## config.mk

```make
export PLATFORM = sky130hd
export DESIGN_NAME = button_conditioner
export DESIGN_NICKNAME = d
export VERILOG_FILES = /design/src/rtl/button_pkg.sv /design/src/rtl/debounce_channel.sv /design/src/rtl/button_conditioner.sv
export SDC_FILE = /design/constraint.sdc
export NUM_CORES = 1
export LEC_CHECK = 0
export CORE_ASPECT_RATIO = 0.5
export CORE_MARGIN = 5
export CORE_UTILIZATION = 55
export CTS_BUF_LIST = sky130_fd_sc_hd__clkbuf_4 sky130_fd_sc_hd__clkbuf_8 sky130_fd_sc_hd__clkbuf_16
export DETAILED_ROUTE_END_ITERATION = 16
export GPL_TIMING_DRIVEN = 0
export PLACE_DENSITY = 0.72
export SYNTH_ARGS = -nofsm -noshare
export SYNTH_HDL_FRONTEND = slang
export SYNTH_SLANG_ARGS = --single-unit
```

## constraint.sdc

```tcl
create_clock -name CLK -period 3.25 [get_ports CLK]
set_input_delay 0.8125 -clock CLK [delete_from_list [all_inputs] [get_ports CLK]]
set_output_delay 0.8125 -clock CLK [all_outputs]
set_load 0.01 [all_outputs]
```

## src/rtl/button_pkg.sv

```systemverilog
// Shared types and 12 MHz board timing defaults for the push-button conditioner.
package button_pkg;

    typedef enum logic [1:0] {
        ST_IDLE         = 2'd0,
        ST_PRESS_WAIT   = 2'd1,
        ST_PRESSED      = 2'd2,
        ST_RELEASE_WAIT = 2'd3
    } btn_state_e;

    // 1 ms debounce and 1 s long-press at 12 MHz
    localparam int unsigned DEFAULT_DEBOUNCE_CYCLES = 12000;
    localparam int unsigned DEFAULT_LONG_CYCLES     = 12000000;

    // Counter width able to hold n-1, never narrower than one bit
    function automatic int unsigned cnt_width(input int unsigned n);
        return (n > 1) ? unsigned'($clog2(n)) : 1;
    endfunction

endpackage

```

## src/rtl/debounce_channel.sv

```systemverilog
// One button channel: 2-flop synchroniser, debounce FSM, press/release/long-press pulses.
module debounce_channel
    import button_pkg::*;
#(
    parameter int unsigned DEBOUNCE_CYCLES = DEFAULT_DEBOUNCE_CYCLES,
    parameter int unsigned LONG_CYCLES     = DEFAULT_LONG_CYCLES,
    parameter bit          ACTIVE_LOW      = 1'b0
) (
    input  logic CLK,
    input  logic RST_N,
    input  logic raw,
    output logic level,
    output logic press_pulse,
    output logic release_pulse,
    output logic long_pulse
);

    localparam int unsigned CW = cnt_width(DEBOUNCE_CYCLES);
    localparam int unsigned LW = cnt_width(LONG_CYCLES);
    localparam logic [CW-1:0] CNT_LAST  = CW'(DEBOUNCE_CYCLES - 1);
    localparam logic [LW-1:0] LCNT_LAST = LW'(LONG_CYCLES - 1);

    logic          sync1_q, sync2_q;
    btn_state_e    state_q, state_d;
    logic [CW-1:0] cnt_q, cnt_d;
    logic [LW-1:0] lcnt_q, lcnt_d;
    logic          long_done_q, long_done_d;
    logic          level_q, level_d;
    logic          press_q, press_d;
    logic          rel_q, rel_d;
    logic          long_q, long_d;

    // Polarity-normalised input into the CLK domain
    always_ff @(posedge CLK or negedge RST_N) begin
        if (!RST_N) begin
            sync1_q <= 1'b0;
            sync2_q <= 1'b0;
        end else begin
            sync1_q <= raw ^ ACTIVE_LOW;
            sync2_q <= sync1_q;
        end
    end

    always_ff @(posedge CLK or negedge RST_N) begin
        if (!RST_N) begin
            state_q     <= ST_IDLE;
            cnt_q       <= '0;
            lcnt_q      <= '0;
            long_done_q <= 1'b0;
            level_q     <= 1'b0;
            press_q     <= 1'b0;
            rel_q       <= 1'b0;
            long_q      <= 1'b0;
        end else begin
            state_q     <= state_d;
            cnt_q       <= cnt_d;
            lcnt_q      <= lcnt_d;
            long_done_q <= long_done_d;
            level_q     <= level_d;
            press_q     <= press_d;
            rel_q       <= rel_d;
            long_q      <= long_d;
        end
    end

    always_comb begin
        state_d     = state_q;
        cnt_d       = cnt_q;
        lcnt_d      = lcnt_q;
        long_done_d = long_done_q;
        press_d     = 1'b0;
        rel_d       = 1'b0;
        long_d      = 1'b0;

        unique case (state_q)
            ST_IDLE: begin
                if (sync2_q) begin
                    state_d = ST_PRESS_WAIT;
                    cnt_d   = '0;
                end
            end
            ST_PRESS_WAIT: begin
                if (!sync2_q) begin
                    state_d = ST_IDLE;
                end else if (cnt_q == CNT_LAST) begin
                    state_d     = ST_PRESSED;
                    cnt_d       = '0;
                    lcnt_d      = '0;
                    long_done_d = 1'b0;
                    press_d     = 1'b1;
                end else begin
                    cnt_d = cnt_q + CW'(1);
                end
            end
            ST_PRESSED: begin
                if (!sync2_q) begin
                    state_d = ST_RELEASE_WAIT;
                    cnt_d   = '0;
                end else if ((lcnt_q == LCNT_LAST) && !long_done_q) begin
                    long_d      = 1'b1;
                    long_done_d = 1'b1;
                end else if (lcnt_q != LCNT_LAST) begin
                    lcnt_d = lcnt_q + LW'(1);
                end
            end
            ST_RELEASE_WAIT: begin
                // A bounce back to pressed keeps the long-press progress
                if (sync2_q) begin
                    state_d = ST_PRESSED;
                end else if (cnt_q == CNT_LAST) begin
                    state_d = ST_IDLE;
                    rel_d   = 1'b1;
                end else begin
                    cnt_d = cnt_q + CW'(1);
                end
            end
            default: begin
                state_d = ST_IDLE;
            end
        endcase

        level_d = (state_d == ST_PRESSED) || (state_d == ST_RELEASE_WAIT);
    end

    assign level         = level_q;
    assign press_pulse   = press_q;
    assign release_pulse = rel_q;
    assign long_pulse    = long_q;

endmodule

```

## src/rtl/button_conditioner.sv

```systemverilog
// Conditions N_BTN raw board buttons into clean levels and one-cycle event pulses.
module button_conditioner
    import button_pkg::*;
#(
    parameter int unsigned          N_BTN           = 4,
    parameter logic [N_BTN-1:0]     ACTIVE_LOW_MASK = 4'b0001,
    parameter int unsigned          DEBOUNCE_CYCLES = DEFAULT_DEBOUNCE_CYCLES,
    parameter int unsigned          LONG_CYCLES     = DEFAULT_LONG_CYCLES
) (
    input  logic             CLK,
    input  logic             RST_N,
    input  logic [N_BTN-1:0] btn_raw,
    output logic [N_BTN-1:0] btn_level,
    output logic [N_BTN-1:0] btn_press,
    output logic [N_BTN-1:0] btn_release,
    output logic [N_BTN-1:0] btn_long
);

    for (genvar i = 0; i < N_BTN; i++) begin : g_ch
        debounce_channel #(
            .DEBOUNCE_CYCLES (DEBOUNCE_CYCLES),
            .LONG_CYCLES     (LONG_CYCLES),
            .ACTIVE_LOW      (ACTIVE_LOW_MASK[i])
        ) u_ch (
            .CLK           (CLK),
            .RST_N         (RST_N),
            .raw           (btn_raw[i]),
            .level         (btn_level[i]),
            .press_pulse   (btn_press[i]),
            .release_pulse (btn_release[i]),
            .long_pulse    (btn_long[i])
        );
    end

endmodule
```

==> metrics <==
crit-path max FO 10; Yosys cell types 64; Worst path top cell family by delay simple AND/OR/NAND/NOR gates; final core occ a little over 60%; share of the synthesized area in the top cell type 46.06%; critical path class register to register; IO Count 22; largest net degree at the start of global routing between 100 and 150; initial antenna violation count 0; Tot Pwr 6.645 mW; non-filler cells, final ~1.4k; Slowest cell on crit path nor2_1; final WL 21.25 mm; Place WS 295.0 ps; Critical Path RT roughly 3600 ps; Final Setup Violations 0; Max VDD drop 0.0003459 V; critical path cell sequence nor4bb_1, nand4_1, a21o_1, clkbuf_1, nor2_1, clkbuf_1, nor2_1; Synth Warn # 0; most frequent cells in the layout 188 x dfrtp_1, 146 x nor2_1, 103 x nand2_1; CP Data Arrival Time 3250 ps; Slew headroom a little under a quarter; Post-CTS Resized 0; total negative slack 0 ps; DRT Pass-1 Iters 7; die span in y 106.4 um; Worst R2R Path Depth 7; Clock H-tree levels 4; Leakage 4.823 nW; Peak Freq 339.6 MHz; DR WL/cell roughly 15 um; DR DRC count 0; Tightest Pin Transition 1133 ps; commonest non-fill, non-tap cell in the layout dfrtp_1; EDFF count, synth 0; Die ar. 0.02156 mm^2; Syn-to-layout area delta 11.42%; max_cap viols 0; Slew Limit Fails 0; HPWL after DPL 14.13 mm; syn nets 1,164; CP endpoint kind register; register clock-pin slew on the reported worst setup and hold paths 70 ps; Synth Cell Area 0.01021 mm^2; outcome finished clean; CP Launch Type register; ant diodes 0; clock buffer depth 2; clk sink count around 190; grt total ovfl 0; Seq/Total Area, Yosys 46.06%; row count 35; Vias per Instance 5.853; routed vias 8,352; root buffer cell clkbuf_16; FILL cells 1,520; worst skew pair latency roughly 440 ps; Setup WS post-layout 305.1 ps; synth top area cells dfrtp_1 46%, nor2_1 5.4%, xor2_1 5.1%; Num CTS Buffers 17; Mapped Avg Cell Area ~9.0 um^2; GP Congestion slightly below 0.9; area leader, netlist dfrtp_1; number of global-route vias before repair 7,899; period utilisation layout about 91%; IO buf count 21; Setup Fix Bufs, Post-CTS 0; nets@finish 1,205; Horiz. Die Dim slightly above 200 um; crit path buf inv count 2; Hold Fails Final Rpt 0; reg2reg setup slack roughly 300 ps; Synth async-reset ratio 100.0%; P per Cell Area 583.9 mW/mm^2; fin crit period 2945 ps; share of post-route cells with drive strength above 1 5.644%; Seq cells post-synth 188; Min-Delay Path Class primary input to asynchronous set/reset pin; DP Cell Count 1,395; Top FF cell, synth dfrtp_1; initial core utilization 55.80%; Reg-to-Reg Start g_ch[1].u_ch.cnt_q[5]$_DFFE_PN0P_; Final ANT Viol Nets 0; Total GRT Usage roughly a fifth; Mapped Cells 1,133; first-pass GRT wire length approximately 37 mm; Final Skew 14.42 ps; max incr delay on CP 510 ps; RSZ-0062 raised after global routing no; reg2reg end g_ch[1].u_ch.lcnt_q[21]$_DFFE_PN0P_; Core ar. 0.01831 mm^2; cts hold-fix bufs 0; CTS tree done; drt initial violations 617
[registers in the layout, indices dropped and copies added (netlist names)]
register                 cells
g_ch.u_ch.long_pulse         4
g_ch.u_ch.sync1_q            4
g_ch.u_ch.press_pulse        4
g_ch.u_ch.lcnt_q            96
g_ch.u_ch.release_pulse      4
g_ch.u_ch.long_done_q        4
g_ch.u_ch.state_q            8
g_ch.u_ch.cnt_q             56
g_ch.u_ch.sync2_q            4
g_ch.u_ch.level              4
[through the flow]
| stage | cell area (um^2) | hold WS [ps] |
|---|---|---|
| floorplan | 10210 | 331.2 |
| global placement | 10720 | 334.7 |
| detailed placement | 10760 | 334.7 |
| CTS | 11380 | 345.2 |
| global route | 11380 | 363.9 |
| finish | 11380 | 329.0 |
[worst max-delay path by stage]
stage / from / end / slack [ps] / cells past startpoint
2_1_floorplan: g_ch[3].u_ch.cnt_q[5]$_DFFE_PN0P_ / g_ch[3].u_ch.lcnt_q[17]$_DFFE_PN0P_ / 890 / 7
3_3_place_gp: RST_N / g_ch[1].u_ch.cnt_q[7]$_DFFE_PN0P_ / -6380 / 1
3_5_place_dp: g_ch[1].u_ch.cnt_q[5]$_DFFE_PN0P_ / g_ch[1].u_ch.lcnt_q[20]$_DFFE_PN0P_ / 290 / 7
4_1_cts: g_ch[1].u_ch.cnt_q[5]$_DFFE_PN0P_ / g_ch[1].u_ch.lcnt_q[19]$_DFFE_PN0P_ / 290 / 7
5_1_grt: g_ch[1].u_ch.cnt_q[5]$_DFFE_PN0P_ / g_ch[1].u_ch.lcnt_q[22]$_DFFE_PN0P_ / 40 / 7
6_report: g_ch[1].u_ch.cnt_q[5]$_DFFE_PN0P_ / g_ch[1].u_ch.lcnt_q[21]$_DFFE_PN0P_ / 310 / 7
[routing by layer]
layer	vias to the layer above	part of all wire [%]	track usage, %
li1	4090	-	-
met1	4035	48	28.15
met2	201	46	32.71
met3	26	4.5	4.328
met4	0	1.0	5.179
met5	-	0	0
[synthesized netlist by cell type, drive strengths merged, types with 18 or more instances]
cell type / number
and3: 36
buf: 23
nand2: 103
ha: 25
nor2: 146
xnor2: 29
inv: 39
xor2: 60
clkbuf: 37
nand3: 57
nand4: 52
o21ai: 66
nor4: 18
a21oi: 47
nor3: 36
dfrtp: 188
[worst reg2reg max path, cell delays in order, from the launching register on]
cell and delay (ps):
dfrtp_1 430, nor4bb_1 470, nand4_1 350, a21o_1 310
clkbuf_1 250, nor2_1 510, clkbuf_1 410, nor2_1 100
[report_power, final]
| part | total [mW] | switching (mW) | internal, mW |
|---|---|---|---|
| registers | 2.61 | 0.137 | 2.47 |
| clock network | 2.21 | 0.942 | 1.27 |
| logic | 1.82 | 1.28 | 0.541 |
[area by class of cell]
type | instances | area, um^2 | area share (%)
multi-input cells | 845 | 5066 | 44.52
flip-flops and latches | 188 | 4705 | 41.34
clock buffers | 20 | 460.4 | 4.046
well taps | 240 | 300.3 | 2.639
plain buffers | 60 | 292.8 | 2.573
repair buffers | 22 | 242.7 | 2.133
clock inverters | 12 | 162.7 | 1.429
inverters | 40 | 150.1 | 1.319
[cell families after synthesis]
family | count (synthesis) | synth area share (%)
buffers and inverters | 100 | 4.337
AO/OA/AOI/OAI | 190 | 11.39
XOR/XNOR | 89 | 7.632
AND/OR/NAND/NOR | 533 | 26.72
adder cells (fa/ha/maj) | 25 | 3.063
multiplexers | 8 | 0.7963
flip-flops | 188 | 46.06
(Power assumes the default switching activity.)
